<file path="config.mk">
export PLATFORM = sky130hd
export DESIGN_NAME = imem_loader_flat
export DESIGN_NICKNAME = d
export VERILOG_FILES = /design/src/rtl/imem_loader_pkg.sv /design/src/rtl/imem_loader_if.sv /design/src/rtl/imem_loader_word_assembler.sv /design/src/rtl/imem_loader.sv /design/src/flat_wrapper.sv
export SDC_FILE = /design/constraint.sdc
export NUM_CORES = 1
export LEC_CHECK = 0
export CAP_MARGIN = 10
export CORE_ASPECT_RATIO = 0.8
export CORE_MARGIN = 4
export CORE_UTILIZATION = 30
export CTS_CLUSTER_DIAMETER = 50
export DETAILED_ROUTE_END_ITERATION = 6
export HOLD_SLACK_MARGIN = 0.12
export SETUP_SLACK_MARGIN = 0.5
export SLEW_MARGIN = 10
export SYNTH_ARGS = -nofsm -noshare
export SYNTH_HDL_FRONTEND = slang
export SYNTH_SLANG_ARGS = --single-unit
</file>
<file path="constraint.sdc">
create_clock -name clk -period 14.49 [get_ports clk]
set_input_delay 1.449 -clock clk [delete_from_list [all_inputs] [get_ports clk]]
set_output_delay 1.449 -clock clk [all_outputs]
set_load 0.01 [all_outputs]
</file>
<file path="src/rtl/imem_loader_pkg.sv">
// Shared types and constants for the instruction-memory boot loader.
//   state_t  : loader FSM states
//   ERR_*    : load_error codes reported to the system
package imem_loader_pkg;

  typedef enum logic [2:0] {
    HDR,
    DATA,
    CSUM,
    DONE,
    ERR
  } state_t;

  localparam logic [1:0] ERR_NONE    = 2'b00;
  localparam logic [1:0] ERR_LEN     = 2'b01;
  localparam logic [1:0] ERR_CSUM    = 2'b10;
  localparam logic [1:0] ERR_TIMEOUT = 2'b11;

endpackage

</file>
<file path="src/rtl/imem_loader_if.sv">
// Byte stream in plus instruction-memory write port out.
//   rx_data/rx_valid/rx_ready : byte stream; a byte transfers on a rising
//                               clk edge where rx_valid && rx_ready. The
//                               source holds rx_data stable while rx_valid
//                               is high and the byte is not yet accepted.
//   imem_we/imem_addr/imem_wdata : one-cycle write strobe with word address
//                               and data.
//   master : byte source / memory side
//   slave  : loader side
interface imem_loader_if #(
  parameter int ADDR_W = 8
);
  logic [7:0]        rx_data;
  logic              rx_valid;
  logic              rx_ready;
  logic              imem_we;
  logic [ADDR_W-1:0] imem_addr;
  logic [31:0]       imem_wdata;

  modport master (
    output rx_data, rx_valid,
    input  rx_ready, imem_we, imem_addr, imem_wdata
  );

  modport slave (
    input  rx_data, rx_valid,
    output rx_ready, imem_we, imem_addr, imem_wdata
  );
endinterface

</file>
<file path="src/rtl/imem_loader_word_assembler.sv">
// Packs accepted bytes, least significant first, into 32-bit words.
//   clk, reset  : clock, asynchronous active-high reset
//   clear       : synchronous return to lane 0 with an empty accumulator
//   byte_valid  : a byte is accepted this cycle
//   byte_data   : the accepted byte
//   word        : completed word, valid while word_valid is high
//   word_valid  : combinational pulse on the cycle the 4th byte is accepted
//   lane        : current byte lane (debug visibility)
module word_assembler (
  input  logic        clk,
  input  logic        reset,
  input  logic        clear,
  input  logic        byte_valid,
  input  logic [7:0]  byte_data,
  output logic [31:0] word,
  output logic        word_valid,
  output logic [1:0]  lane
);

  // Only the lower three lanes need storage; lane 3 comes straight from
  // the incoming byte so the word is available in the accepting cycle.
  logic [23:0] low_q;

  always_ff @(posedge clk or posedge reset) begin
    if (reset) begin
      lane  <= 2'd0;
      low_q <= 24'd0;
    end else if (clear) begin
      lane  <= 2'd0;
      low_q <= 24'd0;
    end else if (byte_valid) begin
      case (lane)
        2'd0:    low_q[7:0]   <= byte_data;
        2'd1:    low_q[15:8]  <= byte_data;
        2'd2:    low_q[23:16] <= byte_data;
        default: low_q        <= low_q;
      endcase
      lane <= lane + 2'd1;
    end
  end

  assign word       = {byte_data, low_q};
  assign word_valid = byte_valid && (lane == 2'd3);

endmodule

</file>
<file path="src/rtl/imem_loader.sv">
// Boot loader: receives LEN / DATA / CSUM frame over the byte stream,
// writes the words into instruction memory, verifies the checksum and
// then releases the core from reset.
//   clk, reset   : clock, asynchronous active-high reset
//   bus          : byte stream in, instruction-memory write port out
//   load_req     : restart request, honoured in DONE or ERR only
//   core_reset   : held high unless a load completed with a good checksum
//   load_done    : program loaded and checksum OK
//   load_error   : ERR_* code of the last failed load
//   words_loaded : number of words written in the current load
//   dbg_state    : current FSM state
module imem_loader
  import imem_loader_pkg::*;
#(
  parameter int DEPTH          = 256,
  parameter int ADDR_W         = $clog2(DEPTH),
  parameter int TIMEOUT_CYCLES = 1000000
) (
  input  logic            clk,
  input  logic            reset,
  imem_loader_if.slave    bus,
  input  logic            load_req,
  output logic            core_reset,
  output logic            load_done,
  output logic [1:0]      load_error,
  output logic [ADDR_W:0] words_loaded,
  output state_t          dbg_state
);

  localparam logic [31:0] TMO_LAST = 32'(TIMEOUT_CYCLES - 1);

  state_t        state_q, state_d;
  logic [1:0]    err_d;
  logic          accept, restart, active, tmo_hit;
  logic [31:0]   asm_word;
  logic          asm_valid;
  logic [1:0]    asm_lane;
  logic [ADDR_W:0] n_q;
  logic [31:0]   csum_q;
  logic [31:0]   tmo_cnt;
  logic          mid_frame;

  assign active       = (state_q == HDR) || (state_q == DATA) || (state_q == CSUM);
  assign bus.rx_ready = active;
  assign accept       = bus.rx_valid && active;
  assign restart      = load_req && !active;
  assign dbg_state    = state_q;

  word_assembler u_asm (
    .clk        (clk),
    .reset      (reset),
    .clear      (restart),
    .byte_valid (accept),
    .byte_data  (bus.rx_data),
    .word       (asm_word),
    .word_valid (asm_valid),
    .lane       (asm_lane)
  );

  // The idle counter only runs once a frame has started, so a loader
  // parked in HDR waiting for its first byte never times out.
  assign tmo_hit = (TIMEOUT_CYCLES != 0) && active && mid_frame && !accept &&
                   (tmo_cnt == TMO_LAST);

  always_comb begin
    state_d = state_q;
    err_d   = load_error;
    case (state_q)
      HDR: begin
        if (asm_valid) begin
          if (asm_word > 32'(DEPTH)) begin
            state_d = ERR;
            err_d   = ERR_LEN;
          end else if (asm_word == 32'd0) begin
            state_d = CSUM;
          end else begin
            state_d = DATA;
          end
        end
      end
      DATA: begin
        if (asm_valid && ((words_loaded + 1'b1) == n_q)) state_d = CSUM;
      end
      CSUM: begin
        if (asm_valid) begin
          if (asm_word == csum_q) begin
            state_d = DONE;
          end else begin
            state_d = ERR;
            err_d   = ERR_CSUM;
          end
        end
      end
      DONE, ERR: begin
        if (load_req) begin
          state_d = HDR;
          err_d   = ERR_NONE;
        end
      end
      default: state_d = HDR;
    endcase
    if (tmo_hit) begin
      state_d = ERR;
      err_d   = ERR_TIMEOUT;
    end
  end

  always_ff @(posedge clk or posedge reset) begin
    if (reset) begin
      state_q        <= HDR;
      load_error     <= ERR_NONE;
      core_reset     <= 1'b1;
      load_done      <= 1'b0;
      bus.imem_we    <= 1'b0;
      bus.imem_addr  <= '0;
      bus.imem_wdata <= 32'd0;
      words_loaded   <= '0;
      n_q            <= '0;
      csum_q         <= 32'd0;
      tmo_cnt        <= 32'd0;
      mid_frame      <= 1'b0;
    end else begin
      state_q     <= state_d;
      load_error  <= err_d;
      core_reset  <= (state_d != DONE);
      load_done   <= (state_d == DONE);
      bus.imem_we <= 1'b0;
      if (restart) begin
        words_loaded <= '0;
        n_q          <= '0;
        csum_q       <= 32'd0;
        tmo_cnt      <= 32'd0;
        mid_frame    <= 1'b0;
      end else begin
        // Only lengths <= DEPTH are ever used, which fit in ADDR_W+1 bits.
        if ((state_q == HDR) && asm_valid) n_q <= asm_word[ADDR_W:0];
        if ((state_q == DATA) && asm_valid) begin
          bus.imem_we    <= 1'b1;
          bus.imem_addr  <= words_loaded[ADDR_W-1:0];
          bus.imem_wdata <= asm_word;
          words_loaded   <= words_loaded + 1'b1;
          csum_q         <= csum_q + asm_word;
        end
        if (accept) begin
          tmo_cnt   <= 32'd0;
          mid_frame <= 1'b1;
        end else if (active && mid_frame) begin
          tmo_cnt <= tmo_cnt + 32'd1;
        end
      end
    end
  end

endmodule

</file>
<file path="src/flat_wrapper.sv">
// flat-port wrapper written by rule: the top's interface ports become plain ports
module imem_loader_flat import imem_loader_pkg::*;
#(
  parameter int DEPTH          = 256,
  parameter int ADDR_W         = $clog2(DEPTH),
  parameter int TIMEOUT_CYCLES = 1000000
)
  (clk, reset, load_req, core_reset, load_done, load_error, words_loaded, dbg_state, bus_rx_data, bus_rx_valid, bus_rx_ready, bus_imem_we, bus_imem_addr, bus_imem_wdata);
  imem_loader_if #(.ADDR_W(ADDR_W)) bus_i ();
  input  logic clk;
  input  logic reset;
  input  logic load_req;
  output logic core_reset;
  output logic load_done;
  output logic [1:0] load_error;
  output logic [ADDR_W:0] words_loaded;
  output state_t dbg_state;
  input wire logic [$bits(bus_i.rx_data)-1:0] bus_rx_data;
  input wire logic [$bits(bus_i.rx_valid)-1:0] bus_rx_valid;
  output wire logic [$bits(bus_i.rx_ready)-1:0] bus_rx_ready;
  output wire logic [$bits(bus_i.imem_we)-1:0] bus_imem_we;
  output wire logic [$bits(bus_i.imem_addr)-1:0] bus_imem_addr;
  output wire logic [$bits(bus_i.imem_wdata)-1:0] bus_imem_wdata;
  assign bus_i.rx_data = bus_rx_data;
  assign bus_i.rx_valid = bus_rx_valid;
  assign bus_rx_ready = bus_i.rx_ready;
  assign bus_imem_we = bus_i.imem_we;
  assign bus_imem_addr = bus_i.imem_addr;
  assign bus_imem_wdata = bus_i.imem_wdata;
  imem_loader #(.DEPTH(DEPTH), .ADDR_W(ADDR_W), .TIMEOUT_CYCLES(TIMEOUT_CYCLES)) u_core (.clk(clk), .reset(reset), .bus(bus_i), .load_req(load_req), .core_reset(core_reset), .load_done(load_done), .load_error(load_error), .words_loaded(words_loaded), .dbg_state(dbg_state));
endmodule
</file>
==> results.md <==
* Fin. Hold Viols at 0
* Yosys reg bits at between 150 and 200
* Fmax at between 200 and 250 MHz
* Leakage power at 4.61 nW
* Final Total Pwr at roughly 1.4 mW
* Row Count at 55
* Clock slew at reported path FFs at around 60 ps
* Final wirelength at ~22 mm
* Antenna violations before repair at 0
* Levels on crit path at 9
* Hold-fix buffers at CTS at 0
* Crit. End Element: flip-flop
* Clock latency on the worst-skew pair at roughly 430 ps
* Hold slack at approximately 470 ps
* CTS tree: yes
* Worst setup path category: input pin to flip-flop
* Tcrit/Tclk final at 0.294
* # clock sinks at 157
* Initial Util at 0.305
* Peak VDD IR at roughly 90 uV
* Root Driver: clkbuf_16
* Crit path cell chain: clkdlybuf4s50_1 -> and2_1 -> buf_4 -> nand2_1 -> or3_4 -> inv_2 -> nor2_1 -> o21ai_0 -> o31ai_1
* Met2 Resource Use GR at 0.202
* Drt pass-1 iters at 7
* Largest net degree at the start of global routing at between 90 and 100
* Setup violations, final at 0
* Share of cells above drive strength 1 at 0.0544
* R2R Setup Slk at 10770 ps
* Placed insts at 1385
* Met3 usage at 0.0369
* GRT overflow at 0
* H-Tree Depth at 4
* Final Critical Period at approximately 4300 ps
* Synth Instances at roughly 990
* Worst setup endpoint: u_core.words_loaded[8]
* Crit-path max FO at 54
* Netlist cell types at 69
* Post-synth ARST share at 1.00
* Nets at approximately 1100
* Worst hold path class: flip-flop to flip-flop
* Maximum Capacitance Violations at 0
* Worst r2r path cells at 9
* Total core area at approximately 28000 um2
* Die W at ~200 um
* Post-DP HPWL at roughly 15 mm
* Most frequent cells in the layout: 205 x nand2_1, 156 x dfrtp_1, 88 x nand3_1
* Reg-to-Reg End: u_core.words_loaded[8]
* Placement Setup Slack at between 9000 and 10000 ps
* Syn_nets at ~1000
* RSZ-0062 raised after global routing: false
* First-pass GRT wire length at ~37 mm
* CTS Buf Count at 17
* Post-cts resize count at 0
* Synthesized area per cell at just under 9 um2
* P per Cell Area at roughly 130 nW/um2
* Setup tns final at 0 ps
* Diode count at 0
* DRC viols at 12
* Layout overhead on the synthesized area at 18.4%
* Fill cells at between 2000 and 3000
* Failing checks: DRC
* Storage element area at ~4000 um2
* Post-route clock skew at 7.96 ps
* WL/cell at roughly 16 um
* Routed vias at slightly above 7000
* Crit path max-delay family: buffers and inverters
* Warnings from Yosys at 0
* WP data required at between 10000 and 15000 ps
* Die area at 31600 um2
* Max-slew violations at 0
* Finished Layout Cells at 1417
* Io pins at 70
* Global routing usage on met1 at 0.221
* EDFF count, synth at 0
* Die H at between 150 and 200 um
* Reg2reg start: u_core.dbg_state[1]
* Worst path bufs/invs at 3
* Primary FF master, synth: dfrtp_1
* Final Wtd Congestion at just over 0.8
* Max incr delay on CP at a little under 800 ps
* Worst slew margin at 0.342
* Startpoint types: input pin
* Total GRT Usage at 0.144
* Multi-input gate area at 4410 um2
* Cell Area, Synth at approximately 8600 um2
* Post-synthesis sequential area ratio at 0.454
* Outcome: complete, but fails checks
* Iter 0 DRT Violations at 544
* Commonest non-fill, non-tap cell in the layout: nand2_1
* Vias per cell at 5.05
* Port bufs at between 60 and 70
* Worst-Margin Slew at 986 ps
* Grt peak-use layer: met1
* Slowest CP cell: inv_2
* CP startpoint: bus_rx_valid
* Number of global-route vias before repair at between 6000 and 7000
* Setup ws final at approximately 10000 ps
* Post-CTS Setup Inserts at 0
* Post-route antenna net violation count at 0
* Clock Tree Buf Depth at 2
* Critical Path AT at about 4600 ps
[worst reg2reg max path: cells and delay by family (launching register included)]
family | cells | cell delay [ps]
AND/OR/NAND/NOR | 4 | 1240
AO/OA/AOI/OAI | 3 | 740
buffers and inverters | 2 | 1100
flip-flops | 1 | 530
[flip-flops by register name, indices dropped and copies added (netlist names)]
signal,flops
u_core.bus.imem_addr,8
u_core.bus.imem_wdata,32
u_core.bus.imem_we,1
u_core.core_reset,1
u_core.csum_q,32
u_core.dbg_state,3
u_core.load_done,1
u_core.load_error,2
u_core.mid_frame,1
u_core.n_q,9
u_core.tmo_cnt,32
u_core.u_asm.lane,2
u_core.u_asm.low_q,24
u_core.words_loaded,9
[cell families (layout without fill, tap and decap cells)]
logic type | Yosys count | in the layout | share of synthesized area
compound gates | 198 | 198 | 0.141
xor+xnor | 65 | 65 | 0.0658
fa+ha+maj | 38 | 38 | 0.0559
buf+inv | 75 | 131 | 0.0362
flops | 157 | 157 | 0.454
mux | 2 | 2 | 0.00232
simple gates | 456 | 456 | 0.244
[synth_stat cells, types with 16 or more instances]
| library cell | count | area share |
|---|---|---|
| nand2_1 | 205 | 0.089 |
| nor2_1 | 59 | 0.026 |
| nor4_1 | 22 | 0.016 |
| o21ai_0 | 59 | 0.034 |
| a21oi_1 | 65 | 0.038 |
| nand3_1 | 88 | 0.051 |
| ha_1 | 37 | 0.054 |
| clkbuf_1 | 32 | 0.014 |
| a21o_1 | 16 | 0.014 |
| xor2_1 | 39 | 0.040 |
| xnor2_1 | 26 | 0.026 |
| inv_1 | 22 | 0.0096 |
| dfrtp_1 | 156 | 0.45 |
[where the power goes]
part	total, mW	switching [mW]	internal (mW)
combinational	0.345	0.202	0.143
clock	0.453	0.182	0.271
sequential	0.567	0.0697	0.497
total	1.37	0.454	0.911
[stage by stage]
stage	utilization	cell area (um2)
floorplan	-	8650
CTS	0.361	10200
detailed placement	0.340	9640
global placement	0.340	9640
global route	0.361	10200
finish	0.361	10200
[layer usage]
| layer | part of all wire | up-vias |
|---|---|---|
| met3 | 0.054 | 16 |
| met1 | 0.51 | 3449 |
| li1 | - | 3544 |
| met2 | 0.42 | 143 |
| met5 | 0 | - |
| met4 | 0.0082 | 0 |
[worst min-delay path by stage]
stage,start,endpoint,cells after the start
5_1_grt,u_core.bus.imem_wdata[31],u_core.bus.imem_wdata[31],2
4_1_cts,u_core.mid_frame,u_core.mid_frame,1
2_1_floorplan,u_core.mid_frame,u_core.mid_frame,1
3_5_place_dp,u_core.mid_frame,u_core.mid_frame,1
3_3_place_gp,u_core.mid_frame,u_core.mid_frame,1
6_report,u_core.bus.imem_addr[2],u_core.bus.imem_addr[2],2
[area by class of cell]
cell class / count / area share
tap: 370 / 0.0452
clock buffer: 22 / 0.0473
sequential: 157 / 0.384
clock inverter: 10 / 0.0110
inverter: 23 / 0.00892
multi-input combinational: 759 / 0.431
timing repair buffer: 76 / 0.0726
Note: power is estimated with default switching activity, not from simulation.
